[config.mk]
export PLATFORM = sky130hd
export DESIGN_NAME = ctrl_seq
export DESIGN_NICKNAME = d
export VERILOG_FILES = /design/src/rtl/ctrl_seq.sv
export SDC_FILE = /design/constraint.sdc
export NUM_CORES = 1
export LEC_CHECK = 0
export ABC_AREA = 1
export BUFFER_PORTS_ARGS = -buffer_cell sky130_fd_sc_hd__buf_2
export CAP_MARGIN = 15
export CELL_PAD_IN_SITES_DETAIL_PLACEMENT = 2
export CELL_PAD_IN_SITES_GLOBAL_PLACEMENT = 2
export CORE_MARGIN = 4
export CORE_UTILIZATION = 28
export DETAILED_ROUTE_END_ITERATION = 7
export GPL_ROUTABILITY_DRIVEN = 1
export PLACE_DENSITY = 0.81
export SETUP_SLACK_MARGIN = 0.5
export SLEW_MARGIN = 20
export SYNTH_ARGS = -nofsm -noshare
export SYNTH_HDL_FRONTEND = slang
export SYNTH_SLANG_ARGS = --single-unit
export TNS_END_PERCENT = 5
[constraint.sdc]
create_clock -name CLK -period 1.6 [get_ports CLK]
set_input_delay 0.08 -clock CLK [delete_from_list [all_inputs] [get_ports CLK]]
set_output_delay 0.08 -clock CLK [all_outputs]
set_load 0.01 [all_outputs]
[src/rtl/ctrl_seq.sv]
// Multi-cycle fetch/decode/execute sequencer for the 9-bit core, with Start/Ack handshake.
// Optional retired-instruction counter is built when CTRL_PERF_CNT_EN is defined.
module ctrl_seq #(
    parameter int PC_W = 10
) (
    input  logic            CLK,
    input  logic            Reset,
    input  logic            start_i,
    input  logic [8:0]      inst_i,
    input  logic            alu_jump_i,
    input  logic            alu_ov_i,
    output logic [PC_W-1:0] pc_o,
    output logic [4:0]      alu_op_o,
    output logic [1:0]      rs_o,
    output logic [1:0]      rt_o,
    output logic [7:0]      imm_o,
    output logic            ov_o,
    output logic            reg_we_o,
    output logic            mem_we_o,
    output logic            mem_re_o,
    output logic            ack_o,
    output logic [15:0]     inst_cnt_o
);

    localparam logic [4:0] OP_ADD  = 5'b00000;
    localparam logic [4:0] OP_SUB  = 5'b00001;
    localparam logic [4:0] OP_LDR  = 5'b00110;
    localparam logic [4:0] OP_STR  = 5'b00111;
    localparam logic [4:0] OP_ANDI = 5'b01000;
    localparam logic [4:0] OP_ORRI = 5'b01010;
    localparam logic [4:0] OP_MOVI = 5'b01100;
    localparam logic [4:0] OP_BEQ  = 5'b01101;
    localparam logic [4:0] OP_BLT  = 5'b10001;
    localparam logic [4:0] OP_HALT = 5'b11111;

    typedef enum logic [2:0] {IDLE, FETCH, EXT, EXEC, MEM, HALTED} state_t;

    state_t     state;
    logic [8:0] ext_q;

    function automatic logic is_two_word(input logic [4:0] op);
        return (op == OP_ANDI) || (op == OP_ORRI) || (op >= OP_MOVI && op <= OP_BLT);
    endfunction

    function automatic logic is_branch(input logic [4:0] op);
        return (op >= OP_BEQ) && (op <= OP_BLT);
    endfunction

    // Every opcode up to MOVI writes the register file, except the memory ops.
    function automatic logic writes_reg(input logic [4:0] op);
        return (op <= OP_MOVI) && (op != OP_LDR) && (op != OP_STR);
    endfunction

    assign imm_o = ext_q[7:0];

    always_ff @(posedge CLK or posedge Reset) begin
        if (Reset) begin
            state    <= IDLE;
            pc_o     <= '0;
            alu_op_o <= '0;
            rs_o     <= '0;
            rt_o     <= '0;
            ext_q    <= '0;
            ov_o     <= 1'b0;
            reg_we_o <= 1'b0;
            mem_we_o <= 1'b0;
            mem_re_o <= 1'b0;
            ack_o    <= 1'b0;
        end else begin
            // NOTE: strobes default low here so each one lasts exactly one cycle; non-blocking
            // assignments let later branches override these defaults without ordering hazards.
            reg_we_o <= 1'b0;
            mem_we_o <= 1'b0;
            mem_re_o <= 1'b0;
            unique case (state)
                IDLE, HALTED: begin
                    if (start_i) begin
                        state <= FETCH;
                        pc_o  <= '0;
                        ov_o  <= 1'b0;
                        ack_o <= 1'b0;
                    end
                end
                FETCH: begin
                    {alu_op_o, rs_o, rt_o} <= inst_i;
                    pc_o <= pc_o + PC_W'(1);
                    if (is_two_word(inst_i[8:4])) begin
                        state <= EXT;
                    end else begin
                        state    <= EXEC;
                        reg_we_o <= writes_reg(inst_i[8:4]);
                        mem_we_o <= (inst_i[8:4] == OP_STR);
                        mem_re_o <= (inst_i[8:4] == OP_LDR);
                    end
                end
                EXT: begin
                    ext_q    <= inst_i;
                    pc_o     <= pc_o + PC_W'(1);
                    state    <= EXEC;
                    reg_we_o <= writes_reg(alu_op_o);
                end
                EXEC: begin
                    if (is_branch(alu_op_o) && alu_jump_i)
                        pc_o <= PC_W'(ext_q);
                    if (alu_op_o == OP_ADD || alu_op_o == OP_SUB)
                        ov_o <= alu_ov_i;
                    if (alu_op_o == OP_LDR) begin
                        state    <= MEM;
                        reg_we_o <= 1'b1;
                    end else if (alu_op_o == OP_HALT) begin
                        state <= HALTED;
                        ack_o <= 1'b1;
                    end else begin
                        state <= FETCH;
                    end
                end
                MEM: state <= FETCH;
                default: state <= IDLE;
            endcase
        end
    end

`ifdef CTRL_PERF_CNT_EN
    logic retire;
    logic clear;

    assign retire = (state == EXEC && alu_op_o != OP_LDR) || (state == MEM);
    assign clear  = (state == IDLE || state == HALTED) && start_i;

    always_ff @(posedge CLK or posedge Reset) begin
        if (Reset)
            inst_cnt_o <= '0;
        else if (clear)
            inst_cnt_o <= '0;
        else if (retire && inst_cnt_o != 16'hFFFF)
            inst_cnt_o <= inst_cnt_o + 16'd1;
    end
`else
    assign inst_cnt_o = '0;
`endif

endmodule

[Word-level counts from Yosys, hierarchy flattened]
Index checks and enable logic that the tools add are counted.
Word-level totals
  flip-flop bits (word level): 36
  word-level logic and storage cells: 79
  output and inout bits: 48
Cells by class
  equality and inequality tests: 21
  reduce and logical (&&, ||, !) cells: 19
  $lt $le $gt $ge: 6
  $add $sub $neg: 1
  mux-type cells: 21
Operators with widths (number)
  $pmux 10 s3: 1
  $mux 10: 2
  $ne 5x3->1 const B: 4
  $eq 5x3->1 const B: 3
  $pmux 3 s5: 1
  $mux 1: 11
  $add 10x1->10 const B: 1
  $eq 5x4->1 const B: 2
  $ge 5x4->1 const B: 2
  $le 5x4->1 const B: 2
  $le 5x5->1 const B: 2
  $ne 2x2->1 const B: 5
  $mux 3: 3
  $logic_and 1x1->1: 7
  $eq 3x2->1 const B: 2
  $eq 3x3->1 const B: 2
  $reduce_and 3->1: 2
  $eq 5x1->1 const B: 1
  $eq 5x5->1 const B: 1
  $logic_not 5->1: 1
  $pmux 1 s2: 2
  $reduce_and 4->1: 1
  $reduce_or 2->1: 2
  $eq 3x1->1 const B: 1
  5 further kinds: 7

[Logic depth before layout (Yosys ltp)]
  depth in word-level cells: 5
  mapped depth: 10
  depth with buffers taken out: 9

[Least setup slack after synthesis]
Ideal clock, no wire load.
  path kind: register -> register
  start: register pc_o[0]
  end: register pc_o[4]
  path slack: 173 ps
  required time: 1482 ps
  stages on the path, launching flop included: 9
  data arrival time: 1309 ps
  setup time: 118 ps
  path through: dfrtp_1 > ha_1 > nand3_1 > inv_1 > or2_2 > nand3_1 > nand2_1 > nand3_1 > nand2_1
Between the ends
  longest elaborated chain between the ends: 2
RTL lines
  start: declaration: line 12  | output logic [PC_W-1:0] pc_o,
  start signal: assignment: line 86  | pc_o <= pc_o + PC_W'(1);
  start signal: assignment: line 98  | pc_o <= pc_o + PC_W'(1);
  start signal: assignment: line 104  | pc_o <= PC_W'(ext_q);
  $add 10x1->10: line 86, 98
  $pmux 10 s3: line 75  | unique case (state)
Every way passes these cells.
A chain may end at the register's enable or synchronous reset.

[Worst setup path in the final report]
  start: register state[1]
  end: register pc_o[1]
Between the ends
  longest elaborated chain between the ends: 4
RTL lines
  start: declaration: line 38  | state_t state;
  start signal: assignment: line 58  | state <= IDLE;
  start signal: assignment: line 78  | state <= FETCH;
  start signal: assignment: line 88  | state <= EXT;
  $eq 3x3->1, or another cell as far along: line 75
  $reduce_or 2->1 (on tied branches)
  $ne 2x2->1 (no source line) / $reduce_bool 3->1 (equally long branches)
  $reduce_and 3->1 (no source line)
Parallel ways exist; a longest one is shown, timed or not.

==> flow_summary_export.csv <==
group,metric,value,unit
status,outcome,"finished clean",
logic_synthesis,netlist.area_leader.share,0.4311,
global_routing,grtUsageTotal,0.1711,
global_routing,grt_pass1_vias,2235,
timing,hold_viol_final,0,
logic_synthesis,synth_warnings,0,
logic_synthesis,ys_seq_area_frac,0.4311,
die,ioPinCount,62,
detailed_routing,drc,0,
finish,layout_common_cells,"88 x nand2_1, 45 x buf_2, 31 x dfrtp_1",
timing,post-route-min-period,1.455,ns
finish,seq_area,907.1,sq um
detailed_routing,wl_per_cell,16.87,um
worst_setup_path,required,1.85,ns
clocking,clkSinkCount,36,
finish,n_antenna_cell,0,
clocking,numCtsBuffers,5,
logic_synthesis,synth_cell_types,28,
die,die_h,94.39,um
timing,max_freq,0.6874,GHz
clocking,clk_pin_slew,0.09,ns
detailed_routing,routed_via_density,4.604,
clocking,h-tree-depth,2,
detailed_routing,via_count,2067,
detailed_routing,wirelength,7576,um
power,power_density,2042,nW/um^2
clocking,cts_tree,"built",
hold_path,min_from,"inst_i[3]",
die,die_w,94.39,um
placed_design,dp_hpwl,4911,um
worst_setup_path,worstPathMaxFanout,5,
finish,layout_commonest_cell,"nand2_1",
die,die-area,8909,sq um
finish,layout.nets,364,
logic_synthesis,avgSynthCellArea,7.463,sq um
global_routing,grt_max_degree,37,
worst_setup_path,r2r_slack,0.15,ns
power,leakage,1.506,nW
clocking,insertion_delay,0.30,ns
global_routing,antenna_found_initial,0,
worst_setup_path,path_cells,"inv_2 > nor2_4 > nand2_4 > nand2_4 > clkbuf_4 > nand2_1 > nand2_1 > nand4_1 > nand2_1",
timing,rsz0062_at_grt,"yes",
global_routing,grt_overflow,0,
die,num_rows,31,
timing,worst_slack,0.1452,ns
clocking,cts_root_buffer,"clkbuf_8",
worst_setup_path,r2r_start,"state[1]",
logic_synthesis,netlist_instances,280,
hold_path,min_to,"ext_q[3]",
logic_synthesis,syn_area,2090,sq um
finish,multi_input_area,1060,sq um
finish,area_delta_synth_final,33.17,%
die,start_util,0.2881,
hold_path,holdPathStages,3,
placed_design,gp_congestion,0.7732,
worst_setup_path,arrival,1.70,ns
power,ir_worst_vdd,0.6193,mV
detailed_routing,drt_pre_antenna_iters,4,
timing,fin_tns_setup,0,ns
worst_setup_path,critPathCaptureType,"flop",
finish,drive_gt1_frac,0.3600,
flow_run,cap_violations,0,
finish,instances_no_fill,449,
detailed_routing,drt_iter0_drc,55,
worst_setup_path,worstRegToRegCells,9,
worst_setup_path,rr_endpoint,"pc_o[1]",
placed_design,placed_cells,418,
hold_path,hold_path.class,"in2reg",
detailed_routing,antenna_left,0,
timing,finalSetupViolCount,0,
worst_setup_path,setup.worst_path.class,"reg2reg",
placed_design,port_buffers,45,
placed_design,place_ws,0.08693,ns
worst_setup_path,slowest_stage,"dfrtp_2",
finish,final_util,0.3836,
die,core_area,7253,sq um
timing,skew,0.01038,ns
timing,post-route-period-util,0.9092,
logic_synthesis,synth-seq-cells,36,
worst_setup_path,cpMostUsedCell,"nand2_1",
timing,maxSlewViolCount,0,
worst_setup_path,slowest_delay,0.46,ns
clocking,clk_path_buf_depth,2,
logic_synthesis,synth_area_leaders,"dfrtp_1 43%, nand2_1 17%, buf_4 9.0%",
logic_synthesis,synth_top_area_cell,"dfrtp_1",
global_routing,grt_pass1_wl,11680,um
worst_setup_path,crit_path_start_kind,"flop",
finish,nFillCells,872,
==> flip-flops by register name, summed over array words and instances, names as in the netlist <==
register and cells:
ov_o 1, mem_we_o 1, mem_re_o 1, ext_q 9, reg_we_o 1, rs_o 2
pc_o 10, ack_o 1, state 3, alu_op_o 5, rt_o 2
==> logic make-up (layout without fill, tap and decap cells) <==
group | after synthesis | in the layout | synth area share
AO/OA/AOI/OAI | 29 | 29 | 0.07905
adder cells (fa/ha/maj) | 1 | 1 | 0.005987
buffers and inverters | 61 | 115 | 0.1623
other | 1 | 16 | 0.001795
XOR/XNOR | 1 | 1 | 0.004192
AND/OR/NAND/NOR | 151 | 152 | 0.3156
flip-flops | 36 | 36 | 0.4311
==> report_power, final <==
part	leakage [nW]	switching, mW	total [mW]	internal, mW
combinational	1.01	1.99	3.31	1.32
sequential	0.453	0.374	1.66	1.29
clock	0.0404	0.403	0.712	0.309
total	1.51	2.77	5.68	2.92
==> layer usage <==
layer,GRT usage,share of wire
met5,0,0
met4,0.06859,0.024
met3,0.03825,0.034
met2,0.3044,0.53
met1,0.1983,0.41
==> stage by stage <==
step	power (mW)	hold WS (ns)	cell area [sq um]
after floorplan	3.329	0.1520	2173
after global placement	3.939	0.2207	2367
after detailed placement	4.075	0.2305	2367
after CTS	5.128	0.04451	2638
after global routing	6.135	0.05576	2783
final	5.682	0.04182	2783
==> critical path: cells and delay by family (launching register included) <==
family / cells / cell delay (ns)
buffers and inverters: 2 / 0.26
flip-flops: 1 / 0.46
AND/OR/NAND/NOR: 7 / 0.66
==> Yosys cell counts <==
library cell,number
o21ai_0,22
clkbuf_1,2
o21bai_1,1
nand2_4,1
a21oi_1,3
inv_2,3
dfrtp_1,36
ha_1,1
nand2_2,3
xor2_1,1
nand3_2,1
buf_4,25
conb_1,1
a21oi_4,1
nor2_1,11
o21ai_2,1
buf_2,1
or3b_1,1
inv_1,28
o31ai_1,1
nor2_4,1
nor3_1,4
nand3_1,24
nand4_1,6
nand2_1,96
nand3b_1,1
or2_2,2
buf_6,2
==> worst max path at each step <==
stage / start / to / slack [ns]
after floorplan: pc_o[0] / pc_o[4] / 0.31
after global placement: state[0] / pc_o[7] / 0.14
after detailed placement: state[0] / pc_o[7] / 0.09
after CTS: pc_o[0] / pc_o[4] / 0.25
after global routing: state[2] / pc_o[5] / 0.07
final: state[1] / pc_o[1] / 0.15
==> layout make-up <==
class / instances / share of cell area
clock inverter: 3 / 0.008543
multi-input combinational: 199 / 0.3808
inverter: 31 / 0.04451
tap: 99 / 0.04451
clock buffer: 5 / 0.02473
sequential: 36 / 0.3260
timing repair buffer: 76 / 0.1709
==> what timing repair did <==
action,4_1_cts,5_1_grt
hold buffers,2,0
buffers inserted,12,8
cloned,1,0
hold endpoints to repair,37,0
endpoints found under the setup margin,36,40
gates resized for setup,16,21
pin swaps,5,9
(Power assumes the default switching activity.)
